File: src/rtl/serial_adder_if.sv
// Handshake and operand/result bundle for the bit-serial adder.
// The master issues operations; the slave (the adder) returns busy/done and the result.
interface serial_adder_if #(
  parameter int WIDTH = 8
);
  logic             start;
  logic [WIDTH-1:0] a;
  logic [WIDTH-1:0] b;
  logic             c_in;
  logic             busy;
  logic             done;
  logic [WIDTH-1:0] sum;
  logic             c_out;

  modport master (
    output start, a, b, c_in,
    input  busy, done, sum, c_out
  );

  modport slave (
    input  start, a, b, c_in,
    output busy, done, sum, c_out
  );
endinterface

File: src/rtl/serial_adder.sv
// Bit-serial WIDTH-bit adder. A single full-adder cell consumes one operand
// bit per clock, LSB first, with the running carry held in a flip-flop.
// Operation: IDLE/DONE accepts start -> RUN for WIDTH cycles -> DONE (one-cycle
// done pulse). The result registers hold their value until the next completion.
module serial_adder #(
  parameter int WIDTH = 8
) (
  input  logic            clk,
  input  logic            rst_n,
  serial_adder_if.slave   bus
);

  localparam int CNT_W = $clog2(WIDTH + 1);
  localparam logic [CNT_W-1:0] LAST_BIT = CNT_W'(WIDTH - 1);

  typedef enum logic [1:0] {
    IDLE = 2'd0,
    RUN  = 2'd1,
    DONE = 2'd2
  } state_t;

  state_t           state_q, state_d;
  logic [WIDTH-1:0] a_sr, b_sr, acc;
  logic             cy;
  logic [CNT_W-1:0] cnt;
  logic [WIDTH-1:0] sum_q;
  logic             c_out_q;

  logic             load, shift, finish;
  logic             fa_sum, fa_carry;
  logic [WIDTH-1:0] acc_next;

  // Full-adder cell: gate-level sum and majority carry on the current bit pair.
  assign fa_sum   = a_sr[0] ^ b_sr[0] ^ cy;
  assign fa_carry = (a_sr[0] & b_sr[0]) | (a_sr[0] & cy) | (b_sr[0] & cy);

  // New sum bit enters at the MSB so that after WIDTH shifts bit 0 sits at the LSB.
  assign acc_next = {fa_sum, acc[WIDTH-1:1]};

  // State register.
  always_ff @(posedge clk or negedge rst_n) begin
    // NOTE: sequential state uses non-blocking assignments so every register
    // samples pre-edge values regardless of statement order.
    if (!rst_n) state_q <= IDLE;
    else        state_q <= state_d;
  end

  // Next-state and datapath control decode.
  always_comb begin
    // NOTE: every output of this block is defaulted first so no path leaves a
    // signal unassigned, which would otherwise infer a latch.
    state_d = state_q;
    load    = 1'b0;
    shift   = 1'b0;
    finish  = 1'b0;
    unique case (state_q)
      IDLE: begin
        if (bus.start) begin
          load    = 1'b1;
          state_d = RUN;
        end
      end
      RUN: begin
        shift = 1'b1;
        if (cnt == LAST_BIT) begin
          finish  = 1'b1;
          state_d = DONE;
        end
      end
      DONE: begin
        // Back-to-back: a start seen during the done pulse reloads immediately.
        if (bus.start) begin
          load    = 1'b1;
          state_d = RUN;
        end else begin
          state_d = IDLE;
        end
      end
      default: state_d = IDLE;
    endcase
  end

  // Operand shift registers, running carry, bit counter and accumulator.
  always_ff @(posedge clk or negedge rst_n) begin
    // NOTE: the working registers are reset too, so an aborted operation
    // leaves no stale partial result behind.
    if (!rst_n) begin
      a_sr <= '0;
      b_sr <= '0;
      cy   <= 1'b0;
      cnt  <= '0;
      acc  <= '0;
    end else if (load) begin
      a_sr <= bus.a;
      b_sr <= bus.b;
      cy   <= bus.c_in;
      cnt  <= '0;
    end else if (shift) begin
      a_sr <= {1'b0, a_sr[WIDTH-1:1]};
      b_sr <= {1'b0, b_sr[WIDTH-1:1]};
      cy   <= fa_carry;
      cnt  <= cnt + CNT_W'(1);
      acc  <= acc_next;
    end
  end

  // Result registers: updated only on the final RUN edge, held otherwise.
  always_ff @(posedge clk or negedge rst_n) begin
    if (!rst_n) begin
      sum_q   <= '0;
      c_out_q <= 1'b0;
    end else if (finish) begin
      sum_q   <= acc_next;
      c_out_q <= fa_carry;
    end
  end

  assign bus.busy  = (state_q == RUN);
  assign bus.done  = (state_q == DONE);
  assign bus.sum   = sum_q;
  assign bus.c_out = c_out_q;

endmodule

File: src/flat_wrapper.sv
// flat-port wrapper written by rule: the top's interface ports become plain ports
module serial_adder_flat 
#(
  parameter int WIDTH = 8
)
  (clk, rst_n, bus_start, bus_a, bus_b, bus_c_in, bus_busy, bus_done, bus_sum, bus_c_out);
  serial_adder_if #(.WIDTH(WIDTH)) bus_i ();
  input  logic clk;
  input  logic rst_n;
  input wire logic [$bits(bus_i.start)-1:0] bus_start;
  input wire logic [$bits(bus_i.a)-1:0] bus_a;
  input wire logic [$bits(bus_i.b)-1:0] bus_b;
  input wire logic [$bits(bus_i.c_in)-1:0] bus_c_in;
  output wire logic [$bits(bus_i.busy)-1:0] bus_busy;
  output wire logic [$bits(bus_i.done)-1:0] bus_done;
  output wire logic [$bits(bus_i.sum)-1:0] bus_sum;
  output wire logic [$bits(bus_i.c_out)-1:0] bus_c_out;
  assign bus_i.start = bus_start;
  assign bus_i.a = bus_a;
  assign bus_i.b = bus_b;
  assign bus_i.c_in = bus_c_in;
  assign bus_busy = bus_i.busy;
  assign bus_done = bus_i.done;
  assign bus_sum = bus_i.sum;
  assign bus_c_out = bus_i.c_out;
  serial_adder #(.WIDTH(WIDTH)) u_core (.clk(clk), .rst_n(rst_n), .bus(bus_i));
endmodule
File: config.mk
export PLATFORM = sky130hd
export DESIGN_NAME = serial_adder_flat
export DESIGN_NICKNAME = d
export VERILOG_FILES = /design/src/rtl/serial_adder_if.sv /design/src/rtl/serial_adder.sv /design/src/flat_wrapper.sv
export SDC_FILE = /design/constraint.sdc
export NUM_CORES = 1
export LEC_CHECK = 0
export CAP_MARGIN = 20
export CORE_ASPECT_RATIO = 1.5
export CORE_UTILIZATION = 48
export CTS_BUF_LIST = sky130_fd_sc_hd__clkbuf_4 sky130_fd_sc_hd__clkbuf_8
export DETAILED_ROUTE_END_ITERATION = 8
export GPL_ROUTABILITY_DRIVEN = 0
export PLACE_DENSITY = 0.89
export SYNTH_ARGS = -nofsm -noshare
export SYNTH_HDL_FRONTEND = slang
export SYNTH_SLANG_ARGS = --single-unit
File: constraint.sdc
create_clock -name clk -period 1.4 [get_ports clk]
set_input_delay 0.28 -clock clk [delete_from_list [all_inputs] [get_ports clk]]
set_output_delay 0.28 -clock clk [all_outputs]
set_load 0.005 [all_outputs]
== Word-level counts from Yosys, hierarchy flattened ==
Cells that the tools add are included.

* Register bits: 40
* Logic and storage cells: 44
* Bits of input ports: 20
* Output and inout port bits: 11

* Equality and inequality tests: 5
* Reductions and logical operators: 5
* Bitwise gates (word level): 8
* Mux-type cells: 17
* Add/sub/neg operators: 1

{| class="wikitable"
|+ Operators by type and width
! operator !! count
|-
| 8-bit 2-to-1 mux || 4
|-
| 1-bit 2-to-1 mux || 8
|-
| 4-bit 2-to-1 mux || 2
|-
| 2-bit case mux with 3 select lines || 1
|-
| 4-bit by 1-bit adder with 4-bit output (second input constant) || 1
|-
| 4-bit by 3-bit == test with 1-bit output (second input constant) || 1
|-
| 2-bit 2-to-1 mux || 2
|-
| 2-bit AND reduction || 2
|-
| 1-bit bitwise AND || 3
|-
| 2-bit by 1-bit == test with 1-bit output (second input constant) || 1
|-
| 2-bit == test (second input constant) || 1
|-
| 2-bit logical NOT || 1
|-
| 2-bit by 1-bit != test with 1-bit output (second input constant) || 1
|-
| 2-bit != test (second input constant) || 1
|-
| 1-bit bitwise OR || 2
|-
| 2-bit nonzero test || 1
|-
| 2-bit OR reduction || 1
|-
| 1-bit bitwise XOR || 2
|-
| 1-bit inverter || 1
|}

== Depth between registers and ports, before layout ==
* Depth in word-level cells: 5
* Mapped depth: 7
* Gate-level depth less buffers: 4

== Worst setup path after synthesis ==
No wires, ideal clock.

* Path kind: reg2reg
* Start: register u_core.state_q[1]
* End: register u_core.c_out_q (netlist: u_core.bus.c_out)
* Required time: 1.275 ns
* Setup slack: -0.051 ns
* Library setup time: 0.125 ns
* Path buffers: 1
* Stages on the path, launching flop included: 5
* Clock period less this slack: 1.451 ns
* Arrival: 1.327 ns
* Cell sequence: dfrtp_1 -> nand2b_1 -> buf_6 -> nor3_4 -> mux2_2

* Longest elaborated chain between the ends: 2

{| class="wikitable"
|+ Ends and longest elaborated chain
! item !! RTL line !! text
|-
| from (decl) || serial_adder.sv:22 || <nowiki>state_t state_q, state_d;</nowiki>
|-
| from (signal assigned) || serial_adder.sv:45 || <nowiki>else state_q <= state_d;</nowiki>
|-
| 2-bit by 1-bit == test with 1-bit output || serial_adder.sv:56 || <nowiki>unique case (state_q)</nowiki>
|-
| 1-bit 2-to-1 mux || serial_adder.sv:56 ||
|-
| to (signal assigned) || serial_adder.sv:114 || <nowiki>c_out_q <= fa_carry;</nowiki>
|-
| to (decl) || serial_adder.sv:27 || <nowiki>logic c_out_q;</nowiki>
|}

No other way between the ends.
A chain may end at the register's enable or synchronous reset.

== Worst setup path after layout ==
* Start: register u_core.cnt[1]
* End: register u_core.sum_q[1] (netlist: u_core.bus.sum[1])

* Longest elaborated chain between the ends: 3

{| class="wikitable"
|+ Ends and longest elaborated chain
! item !! RTL line !! text
|-
| from (decl) || serial_adder.sv:25 || <nowiki>logic [CNT_W-1:0] cnt;</nowiki>
|-
| from (signal assigned) || serial_adder.sv:102 || <nowiki>cnt <= cnt + CNT_W'(1);</nowiki>
|-
| 4-bit by 3-bit == test with 1-bit output || serial_adder.sv:65 || <nowiki>if (cnt == LAST_BIT) begin</nowiki>
|-
| 1-bit 2-to-1 mux || serial_adder.sv:65 ||
|-
| 1-bit 2-to-1 mux || serial_adder.sv:56 ||
|-
| to (signal assigned) || serial_adder.sv:113 || <nowiki>sum_q <= acc_next;</nowiki>
|-
| to (decl) || serial_adder.sv:26 || <nowiki>logic [WIDTH-1:0] sum_q;</nowiki>
|}

No other way between the ends.

==> flow_metrics.tcl <==
set metrics [dict create \
    vias 1250 \
    fin_util_pct 67.8 \
    grt-busiest-layer "met2" \
    relSlewSlack_pct 81.9 \
    antenna_found_initial 0 \
    htreeDepth 2 \
    dp_hpwl_mm 2.17 \
    dieArea_sq_um 3660 \
    overflow 0 \
    start_util_pct 51.4 \
    rr_startpoint "u_core.cnt[1]" \
    drc_errors 0 \
    crit_type "reg -> reg" \
    syn-cell-area_sq_um 1640 \
    cp.required_ns 1.58 \
    cts_buffer_depth 2 \
    fp.dieH_um 73.6 \
    critPathLaunchType "register" \
    worst_pin_slew_ns 0.271 \
    netSwitchingPower_mw 1.65 \
    detail_route.wl_per_cell_um 13.2 \
    clk_pin_slew_worst_paths_ns 0.07 \
    antenna_cells 0 \
    yosysUniqueCellTypes 22 \
    hold_viol 0 \
    avgSynthCellArea_sq_um 10.2 \
    register_area_sq_um 976 \
    fin_ws_ns -0.0186 \
    skew_ns 0.00328 \
    peakVddDrop_mv 1.58 \
    violations "setup timing" \
    fin_nets 224 \
    setup_viol 9 \
    vias_per_cell 5.14 \
    cp.arrival_ns 1.60 \
    pwr-share-seq_pct 43.1 \
    cpPeakStageDelay_ns 0.36 \
    netlist_instances 160 \
    grt_pass1_wl_mm 5.71 \
    met3_usage_pct 6.21 \
    rr_endpoint "u_core.bus.sum[1]" \
    crit_path_top_delay_cell "dfrtp_1" \
    grt_max_degree 40 \
    syn-num-nets 182 \
    fin_crit_sh_pct 101 \
    rows 25 \
    multiInputGateArea_sq_um 628 \
    max_freq_ghz 0.705 \
    drive_above_1_share_pct 19.2 \
    p_sw_share_pct 35.7 \
    worst-path-max-fanout 9 \
    globalRouteTotalUtil_pct 21.8 \
    crit_chain "ha_2, nand2_2, nor3_4, buf_12, mux2_2" \
    min_path_type "in -> async" \
    ios 31 \
    synth-seq-cells 39 \
    cts_root_buf "clkbuf_8" \
    final_antenna_net_count 0 \
    power_density_nw_per_um2 2130 \
    use_met1_pct 27.8 \
    p_int_mw 2.97 \
    p_leak_nw 1.03 \
    cts_buffers 5 \
    whs_ns 0.479 \
    dr.pass1.iters 4 \
    rsz0062_at_grt "yes" \
    slew_violations 0 \
    r2r_setup_slack_ns -0.02 \
    crit_path_end_kind "register" \
    die_w_um 49.7 \
    outcome "complete, but fails checks" \
    tritoncts "built" \
    use_met2_pct 34.7 \
    clock_latency_ns 0.29 \
    yosys_warnings 0 \
    min_period_ns 1.42 \
    ys_seq_area_share_pct 59.5 \
    port_buffers 30 \
    clock_sinks 39 \
    r2r_cells 5 \
    drt-initial-drc-count 45 \
    p_clk_share_pct 15.7 \
    grt_pass1_vias 1242 \
    wl_mm 3.22 \
    area_growth_pct 32.1 \
    core_area_sq_um 3190 \
    drv_cap 0 \
    n_fill_cell 256 \
    p_comb_share_pct 41.3 \
]
[registers in the layout (all words and copies together), names as in the netlist]
register / cells
u_core.a_sr: 8
u_core.cnt: 4
u_core.acc: 7
u_core.cy: 1
u_core.bus.c_out: 1
u_core.b_sr: 8
u_core.state_q: 2
u_core.bus.sum: 8
[repair_timing]
item | CTS | global route
buffers inserted | 3 | 0
gates resized for setup | 17 | 4
hold buffers | 1 | 0
setup endpoints to repair | 22 | 13
pin swaps | 0 | 0
endpoints found under the hold margin | 39 | 0
cloned | 0 | 0
[cell usage in the layout (no fill, tap or decap), types with 2 or more instances in the layout]
cell             synthesis  layout
dfrtp_1                 39      39
nand3_1                  4       4
clkbuf_8                 0       5
mux2i_1                  2       2
dlygate4sd2_1            0       9
nor2_1                  13      13
mux2_2                  10      10
clkdlybuf4s50_1          0      18
buf_4                    0       9
buf_12                   0       3
a31oi_1                 12      12
clkinv_2                 0       3
a22oi_1                  3       3
nand2_1                 54      53
o21ai_0                  2       2
buf_2                    2       2
a22o_1                   2       2
[worst max path at each step]
stage                       from           endpoint  depth (start not counted)
4_1_cts            u_core.cnt[1]  u_core.bus.sum[1]                          5
3_5_place_dp   u_core.state_q[0]      u_core.cnt[2]                          4
2_1_floorplan  u_core.state_q[1]   u_core.bus.c_out                          4
5_1_grt            u_core.cnt[1]  u_core.bus.sum[3]                          5
3_3_place_gp   u_core.state_q[1]           bus_busy                          3
6_report           u_core.cnt[1]  u_core.bus.sum[1]                          5
[area by class of cell]
cell class,instances,share of cell area [%]
Clock buffer,5,3.18
Clock inverter,3,0.694
Inverter,1,0.173
Multi-Input combinational cell,111,29.0
Sequential cell,39,45.1
Tap cell,40,2.31
Timing Repair Buffer,44,19.5
[logic make-up after synthesis]
| logic type | count (synthesis) | synth area share (%) |
|---|---|---|
| DFF | 39 | 59.5 |
| AOI/OAI and AO/OA | 20 | 7.94 |
| muxes | 12 | 8.09 |
| adders and majority gates | 2 | 1.98 |
| and+or+nand+nor | 77 | 19.5 |
| buffers and inverters | 10 | 2.90 |
[through the flow]
| stage | cell area (sq um) | worst slack [ns] | power (mW) | setup TNS, ns | std cells |
|---|---|---|---|---|---|
| after detailed placement | 2050 | -0.0493 | 3.92 | -0.374 | 231 |
| final | 2160 | -0.0186 | 4.61 | -0.113 | 243 |
| after global placement | 2050 | -0.00872 | 3.79 | -0.00872 | 231 |
| after CTS | 2170 | -0.0257 | 4.65 | -0.158 | 243 |
| after floorplan | 1640 | -0.0513 | 3.12 | -0.462 | 160 |
| after global routing | 2160 | -0.0843 | 5.04 | -0.728 | 243 |
[metal layers]
metal	vias to the layer above	wire (um)	share of wire (%)
met5	-	0	0
met2	35	1680	52
met4	0	61	1.9
met3	6	132	4.1
li1	615	-	-
met1	594	1340	42
[power by group through the flow]
stage	sequential [mW]	combinational [mW]	clock [mW]
2_1_floorplan	1.94	1.18	0
3_3_place_gp	1.97	1.82	0
3_5_place_dp	2.01	1.91	0
4_1_cts	1.99	1.92	0.743
5_1_grt	2.06	2.18	0.798
6_report	1.99	1.90	0.723
[synthesized netlist by cell type]
| library cell | n | share of area (%) |
|---|---|---|
| nand2_1 | 54 | 12 |
| dfrtp_1 | 39 | 60 |
| nor2_1 | 13 | 3.0 |
| a31oi_1 | 12 | 4.6 |
| mux2_2 | 10 | 6.9 |
| clkbuf_1 | 6 | 1.4 |
| nand3_1 | 4 | 1.2 |
| a22oi_1 | 3 | 1.4 |
| a22o_1 | 2 | 1.1 |
| buf_2 | 2 | 0.61 |
| mux2i_1 | 2 | 1.2 |
| nand2b_1 | 2 | 0.76 |
| o21ai_0 | 2 | 0.61 |
| a21oi_1 | 1 | 0.31 |
| and2b_1 | 1 | 0.46 |
| buf_6 | 1 | 0.69 |
| fa_1 | 1 | 1.2 |
| ha_1 | 1 | 0.76 |
| inv_1 | 1 | 0.23 |
| nand4_1 | 1 | 0.38 |
| nor2b_1 | 1 | 0.38 |
| nor3_4 | 1 | 0.99 |
[worst max-delay path: cells and delay by family (launching register included)]
family | cells | cell delay (ns)
adders and majority gates | 1 | 0.20
buffers and inverters | 1 | 0.16
DFF | 1 | 0.36
muxes | 1 | 0.33
and+or+nand+nor | 2 | 0.25
Power figures use the tool's default switching activity.
